<file path="config.mk">
export PLATFORM = sky130hd
export DESIGN_NAME = adc_frame_buffer
export DESIGN_NICKNAME = d
export VERILOG_FILES = /design/src/rtl/adc_frame_buffer.sv
export SDC_FILE = /design/constraint.sdc
export NUM_CORES = 1
export LEC_CHECK = 0
export BUFFER_PORTS_ARGS = -buffer_cell sky130_fd_sc_hd__buf_2
export CAP_MARGIN = 20
export CORE_MARGIN = 4
export CORE_UTILIZATION = 30
export CTS_CLUSTER_DIAMETER = 100
export CTS_CLUSTER_SIZE = 40
export DETAILED_ROUTE_END_ITERATION = 7
export GPL_TIMING_DRIVEN = 0
export HOLD_SLACK_MARGIN = 0.15
export REMOVE_ABC_BUFFERS = 1
export SYNTH_ARGS = -nofsm -noshare
export SYNTH_HDL_FRONTEND = slang
export SYNTH_SLANG_ARGS = --single-unit
</file>
<file path="constraint.sdc">
create_clock -name CLOCK -period 2.9 [get_ports CLOCK]
set_clock_uncertainty 0.1 [all_clocks]
set_input_delay 0.58 -clock CLOCK [delete_from_list [all_inputs] [get_ports CLOCK]]
set_output_delay 0.58 -clock CLOCK [all_outputs]
set_load 0.1 [all_outputs]
</file>
<file path="src/rtl/adc_frame_buffer.sv">
// adc_frame_buffer
//   Paces the ADC SPI reader with a periodic SAMPLE strobe, captures each
//   completed ADC word (on the rising edge of the reader's DV level) into a
//   2**ADDR_WIDTH-entry frame memory, and holds the full frame for the FFT
//   stage until it is released with FRAME_DONE.
//
//   Optional feature (compile-time macro SIGNED_SAMPLES_EN):
//     defined   - stored word has its MSB inverted (offset-binary to two's
//                 complement, DC-centred samples for the FFT)
//     undefined - ADC_DATA stored unmodified
//
// Ports
//   CLOCK        in   system clock, single domain
//   RESET        in   synchronous, active-high reset
//   ADC_DATA     in   reader DATA_OUT word
//   ADC_DV       in   reader data-valid level (may stay high several cycles)
//   SAMPLE       out  one-cycle conversion-start strobe to the reader
//   RD_ADDR      in   FFT read address
//   RD_DATA      out  frame word at RD_ADDR, one cycle latency
//   FRAME_READY  out  frame full and held
//   FRAME_DONE   in   one-cycle release pulse from the FFT
//   OVERFLOW     out  sticky: a completed sample was dropped while holding a frame
module adc_frame_buffer #(
    parameter int DATA_WIDTH    = 8,
    parameter int ADDR_WIDTH    = 5,
    parameter int SAMPLE_PERIOD = 64
) (
    input  logic                  CLOCK,
    input  logic                  RESET,
    input  logic [DATA_WIDTH-1:0] ADC_DATA,
    input  logic                  ADC_DV,
    output logic                  SAMPLE,
    input  logic [ADDR_WIDTH-1:0] RD_ADDR,
    output logic [DATA_WIDTH-1:0] RD_DATA,
    output logic                  FRAME_READY,
    input  logic                  FRAME_DONE,
    output logic                  OVERFLOW
);

    localparam int FRAME_LEN = 2 ** ADDR_WIDTH;
    localparam int TIMER_W   = (SAMPLE_PERIOD > 1) ? $clog2(SAMPLE_PERIOD) : 1;
    localparam logic [TIMER_W-1:0]    TIMER_LAST = TIMER_W'(SAMPLE_PERIOD - 1);
    localparam logic [ADDR_WIDTH-1:0] LAST_ADDR  = {ADDR_WIDTH{1'b1}};

    typedef enum logic {
        CAPTURE = 1'b0,
        READY   = 1'b1
    } state_t;

    state_t                  state_q;
    state_t                  state_d;
    logic [ADDR_WIDTH-1:0]   wr_ptr;
    logic [TIMER_W-1:0]      timer;
    logic                    dv_q;
    logic                    cap_evt;
    logic                    wr_en;
    logic                    sample_q;
    logic                    overflow_q;
    logic [DATA_WIDTH-1:0]   rd_data_p1;
    logic [DATA_WIDTH-1:0]   mem [FRAME_LEN];

    function automatic logic [DATA_WIDTH-1:0] to_stored_word(input logic [DATA_WIDTH-1:0] w);
`ifdef SIGNED_SAMPLES_EN
        return {~w[DATA_WIDTH-1], w[DATA_WIDTH-2:0]};
`else
        return w;
`endif
    endfunction

    // A DV level held across many cycles yields exactly one capture.
    assign cap_evt = ADC_DV & ~dv_q;

    always_comb begin
        state_d = state_q;
        wr_en   = 1'b0;
        case (state_q)
            CAPTURE: begin
                // FRAME_DONE is deliberately ignored here, even on the final write.
                if (cap_evt) begin
                    wr_en = 1'b1;
                    if (wr_ptr == LAST_ADDR) begin
                        state_d = READY;
                    end
                end
            end
            READY: begin
                if (FRAME_DONE) begin
                    state_d = CAPTURE;
                end
            end
            default: state_d = CAPTURE;
        endcase
    end

    always_ff @(posedge CLOCK) begin
        if (RESET) begin
            state_q    <= CAPTURE;
            wr_ptr     <= '0;
            timer      <= '0;
            sample_q   <= 1'b0;
            overflow_q <= 1'b0;
            // Treat DV as already high so a level present at release is not captured.
            dv_q       <= 1'b1;
        end else begin
            state_q <= state_d;
            dv_q    <= ADC_DV;
            // wr_ptr wraps naturally to 0 on the final write of a frame.
            if (wr_en) begin
                wr_ptr <= wr_ptr + 1'b1;
            end
            if (state_q == CAPTURE) begin
                if (timer == TIMER_LAST) begin
                    timer    <= '0;
                    sample_q <= 1'b1;
                end else begin
                    timer    <= timer + 1'b1;
                    sample_q <= 1'b0;
                end
            end else begin
                timer    <= '0;
                sample_q <= 1'b0;
            end
            // Release clears the flag even if a capture lands in the same cycle.
            if (state_q == READY) begin
                if (FRAME_DONE) begin
                    overflow_q <= 1'b0;
                end else if (cap_evt) begin
                    overflow_q <= 1'b1;
                end
            end
        end
    end

    // Frame memory: single synchronous write port
    always_ff @(posedge CLOCK) begin
        if (wr_en) begin
            mem[wr_ptr] <= to_stored_word(ADC_DATA);
        end
    end

    // Registered read port, one cycle latency
    always_ff @(posedge CLOCK) begin
        if (RESET) begin
            rd_data_p1 <= '0;
        end else begin
            rd_data_p1 <= mem[RD_ADDR];
        end
    end

    assign SAMPLE      = sample_q;
    assign FRAME_READY = (state_q == READY);
    assign OVERFLOW    = overflow_q;
    assign RD_DATA     = rd_data_p1;

endmodule

</file>
### After elaboration in Yosys (flattened, before gate mapping)

Memory sizes are Yosys's and may differ from the RTL's. A register that Yosys moved wholly into a read port is not among the register bits.
Cells that the tools add are included.

| word-level totals | value |
|---|---|
| register bits after elaboration | 15 |
| bits in latches | 0 |
| output and inout port bits | 11 |
| memories | 1 |
| word-level logic and storage cells | 29 |
| memory bits (writable) | 256 |
| bits in read-only memories | 0 |

Memory list:

| name | depth | bits a word | rd ports | clocked after memory_dff | wr ports | line | RTL |
|---|---|---|---|---|---|---|---|
| mem | 32 | 8 | 1 | 1 | 1 | 60 | `logic [DATA_WIDTH-1:0] mem [FRAME_LEN];` |

| operators by class | value |
|---|---|
| equal/unequal tests | 2 |
| div/mod/pow operators | 0 |
| $mul | 0 |
| multiplexer cells | 11 |
| $lt $le $gt $ge | 0 |
| reduce and logical (&&, ||, !) cells | 4 |
| add/subtract/negate cells | 2 |
| bitwise logic cells | 3 |
| shifts and indexed selects | 0 |

Operators with widths:

| operator | count |
|---|---|
| $mux W1 | 10 |
| $add A6 B1 Y6 const B | 1 |
| $eq A6 B6 Y1 const B | 1 |
| $add A5 B1 Y5 const B | 1 |
| $eq A5 B5 Y1 const B | 1 |
| $reduce_or A3 Y1 | 1 |
| $not A1 Y1 | 2 |
| $pmux W1 S2 | 1 |
| $reduce_and A2 Y1 | 1 |
| $reduce_bool A2 Y1 | 1 |
| $reduce_or A2 Y1 | 1 |
| $and A1 B1 Y1 | 1 |

### Logic depth before layout (Yosys ltp)

Gate-level depths: netlist of run 1.

| logic depth | value |
|---|---|
| depth after elaboration | 6 |
| depth in mapped cells | 7 |
| depth with buffers taken out | 5 |

### Worst setup path after synthesis of run 1

OpenSTA, ideal clock, no wires.

| timing path | value |
|---|---|
| path kind | register -> register |
| start | register state_q (netlist: FRAME_READY) |
| end | memory mem[11][0], enable pin |
| path slack | 0.511 ns |
| arrival | 1.919 ns |
| cell stages (with the launch flop) | 6 |
| period minus slack after synthesis | 2.389 ns |
| path through | dfxtp_1 > clkbuf_1 > nor3b_1 > buf_2 > nand2_1 > nor2_1 |

| between the ends | value |
|---|---|
| cells in the longest elaborated chain, start to end | 3 |

RTL lines:

| element | line | RTL |
|---|---|---|
| start: declaration | 50 | `state_t state_q;` |
| start signal: assignment | 105 | `state_q <= state_d;` |
| $mux W1 | 76 | `case (state_q)` |
| $mux W1 | 136 | `if (wr_en) begin` |
| $mux W1 (not written as such) | 137 | `mem[wr_ptr] <= to_stored_word(ADC_DATA);` |
| end: declaration | 60 |  |

No other way between the ends.

### Worst setup path after layout of run 1

| timing path | value |
|---|---|
| start | register state_q (netlist: FRAME_READY) |
| end | memory mem[29][0], enable pin |

Same word-level chain as after synthesis.

==> impl_metrics.env, run 1 <==
export IMPL_synth_cells=529
export IMPL_cts_clk_slew_worst_paths_ps=140
export IMPL_multiInputGateArea_um2=2480
export IMPL_yosysMostFrequentCell="edfxtp_1"
export IMPL_cts_buffers=11
export IMPL_maxSlewHeadroom_pct=37.6
export IMPL_grt_setup_unrepaired="false"
export IMPL_clkLatencyLatePin_ps=500
export IMPL_crit_start="FRAME_READY"
export IMPL_core_area_um2=35600
export IMPL_vdd_drop_max_mv=0.354
export IMPL_regArea_um2=8150
export IMPL_synthTopCellsByCount="edfxtp_1 (256), mux4_2 (56), nor2_1 (48), dfxtp_1 (23), mux2i_1 (21)"
export IMPL_synth_top_flop_cell="edfxtp_1"
export IMPL_synth_area_leaders="edfxtp_1 (71%), mux4_2 (12%), dfxtp_1 (4.3%), mux2i_1 (1.9%), mux4_1 (1.9%)"
export IMPL_start_kind="register"
export IMPL_cap_violations=0
export IMPL_synth_edf_count=256
export IMPL_path_cells="nor3b_2 -> nand2_1 -> nor2_1"
export IMPL_h_tree_depth=1
export IMPL_cts_buffer_depth=3
export IMPL_tightest_slew_ps=932
export IMPL_hold_buffers=0
export IMPL_r2r_start="FRAME_READY"
export IMPL_postCtsSetupBuffers=0
export IMPL_first_pass_iters=4
export IMPL_area_growth_pct=8.52
export IMPL_die_area_um2=39200
export IMPL_grt_max_degree=42
export IMPL_nFillCells=3348
export IMPL_max_stage_delay_ps=840
export IMPL_clock_sinks=279
export IMPL_status="finished clean"
export IMPL_fin_crit_ps=2720
export IMPL_port_buffer_count=27
export IMPL_via_count=4828
export IMPL_fmax_mhz=368
export IMPL_syn_area_per_cell_um2=20.5
export IMPL_synth_warnings=0
export IMPL_r2r_cells=3
export IMPL_hold_viol=0
export IMPL_crit_cells=3
export IMPL_critical_path_required_ps=2930
export IMPL_grt_use_total_pct=10.6
export IMPL_avgViaCountPerCell=4.79
export IMPL_drc=0
export IMPL_detail_route_antenna_nets=0
export IMPL_gr_total_overflow=0
export IMPL_dp_cells=993
export IMPL_r2r_end="mem[29][0]"
export IMPL_synthArstFlopShare_pct=0
export IMPL_layout_nets=568
export IMPL_fin_crit_sh_pct=93.6
export IMPL_critPathSlowestCell="nor2_1"
export IMPL_crit_fanout=10
export IMPL_layout_cells_non_filler=1008
export IMPL_netlist_area_um2=10800
export IMPL_final_util_pct=33.0
export IMPL_crit_end="mem[29][0]"
export IMPL_hold_path_class="in2reg"
export IMPL_synth_top_area_share_pct=71.0
export IMPL_cts_root_buf="clkbuf_16"
export IMPL_dieHeight_um=198
export IMPL_antenna_cells=0
export IMPL_ys_seq_area_share_pct=75.3
export IMPL_power_leakage_nw=3.63
export IMPL_io_pins=28
export IMPL_path_buf_inv=0
export IMPL_fp_row_count=69
export IMPL_p_per_area_nw_per_um2=575
export IMPL_holdWs_ps=195
export IMPL_reg2reg_slack_ps=180
export IMPL_routed_wl_um=20900
export IMPL_first_global_vias=5090
export IMPL_ys_types=37
export IMPL_crit_family="simple AND/OR/NAND/NOR gates"
export IMPL_arrival_ps=2740
export IMPL_ys_ff_latch=279
export IMPL_grt_pass1_wl_um=31900
export IMPL_wl_per_cell_um=20.8
export IMPL_cp_end_kind="register"
export IMPL_start_util_pct=30.4
export IMPL_cts_tree="built"
export IMPL_fp_dieW_um=198
export IMPL_drtIter0Drc=436
export IMPL_crit_type="reg2reg"
export IMPL_layout_drive_gt1_share_pct=20.1
export IMPL_antenna_found_initial=0
export IMPL_slew_violations=0
export IMPL_synth_top_area_cell="edfxtp_1"
export IMPL_dp_hpwl_um=13400
export IMPL_place_gp_congestion=0.804
export IMPL_finalSetupViolCount=0
[layout by cell type (no fill, tap or decap), types with 7 or more instances in the layout]
master,n
dfxtp_1,23
a22oi_1,8
mux4_2,56
mux2i_1,21
buf_2,26
nand2_1,16
mux4_1,8
clkbuf_16,11
nor2_1,45
edfxtp_1,256
and3_1,7
[cell type report]
type | count | share of cell area [%]
clock buffers | 12 | 2.38
well taps | 461 | 4.91
multi-input cells | 220 | 21.1
flip-flops and latches | 279 | 69.4
repair buffers | 30 | 1.75
inverters | 3 | 0.0959
clock inverters | 3 | 0.405
[where the power goes]
| part | switching [W] | internal [W] |
|---|---|---|
| sequential | 0.00000803 | 0.00440 |
| clock | 0.00119 | 0.000742 |
| combinational | 0.000276 | 0.000140 |
[through the flow]
step | area (um^2) | power [W] | TNS, ps | setup WS, ps
after floorplan | 10600 | 0.00472 | 0 | 47.8
after global placement | 11300 | 0.00490 | -103400 | -918
after detailed placement | 11400 | 0.00492 | -112910 | -593
after CTS | 11700 | 0.00682 | 0 | 176
after global routing | 11700 | 0.00698 | 0 | 7.05
final | 11700 | 0.00676 | 0 | 184
[repair_timing]
| action | in CTS | in global routing |
|---|---|---|
| endpoints found under the setup margin | 256 | 16 |
| gates cloned | 0 | 0 |
| gates resized for setup | 2 | 2 |
| pin swaps | 0 | 0 |
[per-layer routing]
metal | wire (um) | global-route usage (%) | vias up
met5 | 0 | 0 | -
met4 | 399 | 2.37 | 0
met3 | 708 | 1.34 | 25
met2 | 10800 | 18.4 | 84
met1 | 9070 | 14.3 | 2559
li1 | - | - | 2160
[worst min-delay path by stage]
stage / startpoint / endpoint / slack (ps) / cells after the start
4_1_cts: FRAME_DONE / OVERFLOW / 180 / 2
3_3_place_gp: timer[0] / timer[0] / 330 / 1
6_report: FRAME_DONE / OVERFLOW / 200 / 2
2_1_floorplan: timer[0] / timer[0] / 320 / 1
5_1_grt: FRAME_DONE / OVERFLOW / 190 / 2
3_5_place_dp: timer[0] / timer[0] / 370 / 1
[worst reg2reg max path, delay by kind of cell, from the launching register on]
family           cells  cell delay (ps)
AND/OR/NAND/NOR      3             1850
flip-flops           1              420
[flip-flops by register name (all words and copies together), names as in the netlist]
name         cells
mem            256
RD_DATA          8
timer            6
wr_ptr           5
FRAME_READY      1
OVERFLOW         1
SAMPLE           1
dv_q             1
[cells by family (layout without fill, tap and decap cells)]
| family | count (synthesis) | count (layout) | synth area share, % |
|---|---|---|---|
| flip-flops | 279 | 279 | 75.3 |
| AND/OR/NAND/NOR | 90 | 90 | 3.73 |
| multiplexers | 89 | 89 | 16.0 |
| buffers and inverters | 30 | 48 | 1.94 |
| AO/OA/AOI/OAI | 28 | 28 | 1.84 |
| XOR/XNOR | 7 | 7 | 0.566 |
| adder cells (fa/ha/maj) | 6 | 6 | 0.694 |
Power figures use the tool's default switching activity.
==> run 2: changes to the inputs <==
- RECOVER_POWER: default -> 25
==> run 2 against run 1 <==
- the flow now finishes with violations (capacitance limit, slew limit)
- first-iteration DRC count unchanged
- count of clock-buffer cells in the layout unchanged
- wire length about the same
- non-clock buffer count unchanged
- critical path type unchanged
- critical endpoint unchanged
- largest cell class unchanged
==> impl_metrics.env, run 2 (synthesized netlist as in run 1, its figures left out) <==
export IMPL_mostFrequentLayoutCell="edfxtp_1"
export IMPL_io_pins=28
export IMPL_layout_cells_non_filler=1008
export IMPL_internal_power_w=0.00528
export IMPL_dp_cells=993
export IMPL_via_count=4827
export IMPL_antenna_found_initial=0
export IMPL_p_clk_share_pct=28.6
export IMPL_critPathSlowestCell="nor2_1"
export IMPL_maxSlewHeadroom_pct=-0.920
export IMPL_finalSetupViolCount=0
export IMPL_drtIter0Drc=436
export IMPL_hold_end="OVERFLOW"
export IMPL_worstHoldStart="FRAME_DONE"
export IMPL_hold_path_class="in2reg"
export IMPL_p_seq_share_pct=65.3
export IMPL_avgViaCountPerCell=4.79
export IMPL_postCtsSetupBuffers=0
export IMPL_cts_tree="built"
export IMPL_grt_use_total_pct=10.6
export IMPL_fin_crit_ps=2720
export IMPL_largest_register="mem"
export IMPL_placed_area_um2=11400
export IMPL_final_setup_tns_ps=0
export IMPL_port_buffer_count=27
export IMPL_grt_max_degree=42
export IMPL_p_per_area_nw_per_um2=576
export IMPL_start_kind="register"
export IMPL_grt_pass1_wl_um=31900
export IMPL_comb_power_share_pct=6.1
export IMPL_die_area_um2=39200
export IMPL_path_buf_inv=0
export IMPL_fp_row_count=69
export IMPL_p_total_w=0.00676
export IMPL_gr_total_overflow=0
export IMPL_cp_end_kind="register"
export IMPL_first_global_vias=5090
export IMPL_r2r_end="mem[29][0]"
export IMPL_crit_family="simple AND/OR/NAND/NOR gates"
export IMPL_clock_sinks=279
export IMPL_layout_drive_gt1_share_pct=18.8
export IMPL_slew_violations=33
export IMPL_nFillCells=3349
export IMPL_path_cells="nor3b_2 -> nand2_1 -> nor2_1"
export IMPL_critical_path_required_ps=2930
export IMPL_power_switching_w=0.00148
export IMPL_clkLatencyLatePin_ps=500
export IMPL_multiInputGateArea_um2=2480
export IMPL_cap_violations=1
export IMPL_drc=0
export IMPL_dieHeight_um=198
export IMPL_power_leakage_nw=3.61
export IMPL_p_sw_share_pct=21.8
export IMPL_cts_buffers=11
export IMPL_cts_clk_slew_worst_paths_ps=140
export IMPL_area_growth_pct=8.44
export IMPL_final_area_um2=11700
export IMPL_status="finished, violations left"
export IMPL_core_area_um2=35600
export IMPL_routed_wl_um=20900
export IMPL_vdd_drop_max_mv=0.354
export IMPL_top_usage_layer="met2"
export IMPL_antenna_cells=0
export IMPL_first_pass_iters=4
export IMPL_r2r_cells=3
export IMPL_reg2reg_slack_ps=180
export IMPL_hold_viol=0
export IMPL_place_gp_congestion=0.804
export IMPL_largest_register_ff_count=256
export IMPL_start_util_pct=30.4
export IMPL_dp_hpwl_um=13400
export IMPL_grt_use_met2_pct=18.4
export IMPL_grt_setup_unrepaired="false"
export IMPL_detail_route_antenna_nets=0
export IMPL_grt_use_met1_pct=14.3
export IMPL_fin_crit_sh_pct=93.6
export IMPL_arrival_ps=2740
export IMPL_crit_fanout=10
export IMPL_wl_per_cell_um=20.8
export IMPL_tightest_slew_ps=1510
export IMPL_violations="capacitance limit, slew limit"
export IMPL_mostFrequentLayoutCells="edfxtp_1 (256), mux4_2 (56), nor2_1 (45)"
export IMPL_grtUsageMet3_pct=1.34
export IMPL_cts_resized=2
export IMPL_fp_dieW_um=198
export IMPL_fmax_mhz=368
export IMPL_crit_type="reg2reg"
export IMPL_r2r_start="FRAME_READY"
export IMPL_hold_buffers=0
export IMPL_max_stage_delay_ps=840
export IMPL_layout_nets=568
export IMPL_cts_root_buf="clkbuf_16"
export IMPL_hold_path_depth=2
export IMPL_regArea_um2=8150
export IMPL_h_tree_depth=1
export IMPL_cts_buffer_depth=3
[run 2: cell count changes in the layout (fill, tap and decap cells not counted)]
cell / before / now
clkbuf_1: 1 / 8
buf_2: 26 / 19
[run 2: power groups by stage]
stage / Combinational (W) / Sequential, W / Clock [W]
finish: 0.000414 / 0.00441 / 0.00194
global placement: 0.000405 / 0.00450 / 0
detailed placement: 0.000423 / 0.00450 / 0
global route: 0.000444 / 0.00441 / 0.00212
CTS: 0.000424 / 0.00441 / 0.00198
floorplan: 0.000150 / 0.00457 / 0
[run 2: cell type report]
type                       count  area share [%]
timing repair buffer          30            1.67
inverter                       3          0.0959
clock inverter                 3           0.405
clock buffer                  12            2.38
sequential                   279            69.4
tap                          461            4.91
multi-input combinational    220            21.1
[run 2: through the flow]
step,utilization [%],setup slack (ps),hold slack [ps]
after floorplan,-,47.8,318
final,33.0,184,195
after detailed placement,32.1,-593,365
after global routing,33.0,7.05,193
after global placement,31.9,-918,330
after CTS,33.0,176,182
[run 2: worst max-delay path by stage]
stage                      startpoint         end  slack [ps]  cells past startpoint
final                     FRAME_READY  mem[29][0]         180                      3
after global routing      FRAME_READY  mem[31][0]           7                      3
after CTS                 FRAME_READY   mem[9][2]         180                      3
after detailed placement       ADC_DV   mem[9][1]        -590                      4
after global placement     RD_ADDR[1]  RD_DATA[0]        -920                      5
after floorplan           FRAME_READY  mem[11][0]          50                      3
[run 2: metal layers]
layer / wire [um] / up-vias
met5: 0 / -
met4: 399 / 0
met3: 709 / 25
met2: 10800 / 84
met1: 9070 / 2558
li1: - / 2160
==> run 3: changes to the inputs <==
- CORE_ASPECT_RATIO: default -> 1.5
==> run 3 against run 2 <==
- sequential power hardly changed
- register-to-register slack better by 200 ps
- design area is 0.17% higher
- utilization is 0.096 points lower
- the flow now finishes without violations
- combinational power hardly changed
- global-route usage is 0.14 points lower
- wire length is 1.8% lower
- non-clock buffer count stayed put
- critical path type unchanged
- die area is 0.16% higher
==> impl_metrics.env, run 3 (synthesized netlist as in run 1, its figures left out) <==
export IMPL_start_util_pct=30.3
export IMPL_fp_row_count=85
export IMPL_first_global_vias=4910
export IMPL_die_area_um2=39200
export IMPL_cts_buffers=11
export IMPL_crit_family="simple AND/OR/NAND/NOR gates"
export IMPL_largest_register_ff_count=256
export IMPL_dieHeight_um=241
export IMPL_p_total_w=0.00680
export IMPL_avgViaCountPerCell=4.62
export IMPL_power_leakage_nw=3.62
export IMPL_crit_type="reg2reg"
export IMPL_reg2reg_slack_ps=380
export IMPL_antenna_cells=0
export IMPL_cts_root_buf="clkbuf_16"
export IMPL_final_util_pct=32.9
export IMPL_cts_buffer_depth=3
export IMPL_arrival_ps=2550
export IMPL_r2r_start="FRAME_READY"
export IMPL_gr_total_overflow=0
export IMPL_grt_max_degree=57
export IMPL_cts_resized=0
export IMPL_hold_path_class="in2reg"
export IMPL_hold_path_depth=2
export IMPL_slew_violations=0
export IMPL_h_tree_depth=1
export IMPL_fin_crit_ps=2520
export IMPL_hold_buffers=0
export IMPL_tightest_slew_ps=1440
export IMPL_io_pins=28
export IMPL_clkLatencyLatePin_ps=500
export IMPL_crit_fanout=9
export IMPL_r2r_cells=4
export IMPL_largest_register="mem"
export IMPL_wl_per_cell_um=20.0
export IMPL_cp_end_kind="register"
export IMPL_routed_wl_um=20600
export IMPL_max_stage_delay_ps=770
export IMPL_fmax_mhz=397
export IMPL_layout_drive_gt1_share_pct=18.4
export IMPL_start_kind="register"
export IMPL_antenna_found_initial=0
export IMPL_fp_dieW_um=163
export IMPL_area_growth_pct=8.62
export IMPL_finalSetupViolCount=0
export IMPL_dp_hpwl_um=13100
export IMPL_via_count=4742
export IMPL_grt_setup_unrepaired="false"
export IMPL_worstHoldStart="FRAME_DONE"
export IMPL_cts_clk_slew_worst_paths_ps=130
export IMPL_r2r_end="mem[2][4]"
export IMPL_drc=0
export IMPL_place_gp_congestion=0.722
export IMPL_drtIter0Drc=372
export IMPL_cts_tree="built"
export IMPL_path_buf_inv=1
export IMPL_first_pass_iters=4
export IMPL_maxSlewHeadroom_pct=4.06
export IMPL_status="finished clean"
export IMPL_detail_route_antenna_nets=0
export IMPL_postCtsSetupBuffers=0
export IMPL_grt_use_total_pct=10.5
export IMPL_hold_viol=0
export IMPL_p_per_area_nw_per_um2=579
export IMPL_critPathSlowestCell="nor2_1"
export IMPL_path_cells="nor3b_1 -> buf_2 -> nand2_1 -> nor2_1"
export IMPL_mostFrequentLayoutCells="edfxtp_1 (256), mux4_2 (56), nor2_1 (48)"
export IMPL_grt_pass1_wl_um=30900
export IMPL_port_buffer_count=27
export IMPL_hold_end="OVERFLOW"
export IMPL_vdd_drop_max_mv=0.400
export IMPL_mostFrequentLayoutCell="edfxtp_1"
export IMPL_layout_nets=568
export IMPL_nFillCells=3433
export IMPL_final_setup_tns_ps=0
export IMPL_fin_crit_sh_pct=86.8
export IMPL_critical_path_required_ps=2930
export IMPL_clock_sinks=279
export IMPL_cap_violations=0
export IMPL_core_area_um2=35700
-- run 3: cell types whose count changed in the layout (fill, tap and decap cells not counted), moves of 2 or more --
cell,change
inv_12,+2
nor2_2,-3
inv_16,-2
nor2_1,+3
-- run 3: worst max-delay path by stage --
stage / cells past startpoint / end / from
2_1_floorplan: 3 / mem[11][0] / FRAME_READY
3_3_place_gp: 5 / RD_DATA[0] / RD_ADDR[1]
3_5_place_dp: 6 / RD_DATA[1] / RD_ADDR[1]
4_1_cts: 4 / mem[6][4] / FRAME_READY
5_1_grt: 4 / mem[28][3] / FRAME_READY
6_report: 4 / mem[2][4] / FRAME_READY
-- run 3: area by class of cell --
type | count | area [um^2] | share of cell area [%]
clock buffer | 14 | 308 | 2.62
tap | 478 | 598 | 5.09
inverter | 3 | 11.3 | 0.0958
multi-input combinational | 220 | 2470 | 21.0
sequential | 279 | 8150 | 69.3
timing repair buffer | 30 | 185 | 1.57
clock inverter | 3 | 41.3 | 0.351
-- run 3: per-stage QoR --
stage                     cells  hold slack [ps]  cell area (um^2)  setup WS [ps]
after floorplan             502              318             10600           47.8
after global placement     1007              338             11400           -977
after detailed placement   1010              344             11400           23.4
after CTS                  1027              179             11800            377
after global routing       1027              194             11800            260
final                      1027              195             11800            384
-- run 3: worst register-to-register path: stages, from the launching register on --
cell and delay, ps:
dfxtp_1 410, nor3b_1 300, buf_2 260, nand2_1 330, nor2_1 770
-- run 3: layer usage --
metal / vias up / GRT usage (%) / routed length [um]
met5: - / 0 / 0
met4: 0 / 3.10 / 482
met3: 22 / 1.06 / 733
met2: 74 / 19.2 / 11200
met1: 2483 / 13.1 / 8160
li1: 2163 / - / -
-- run 3: power breakdown --
| part | switching (W) | total, W | leakage (nW) | internal [W] |
|---|---|---|---|---|
| registers | 0.00000867 | 0.00441 | 2.49 | 0.00440 |
| clock network | 0.00118 | 0.00198 | 0.169 | 0.000799 |
| logic | 0.000275 | 0.000412 | 0.966 | 0.000137 |
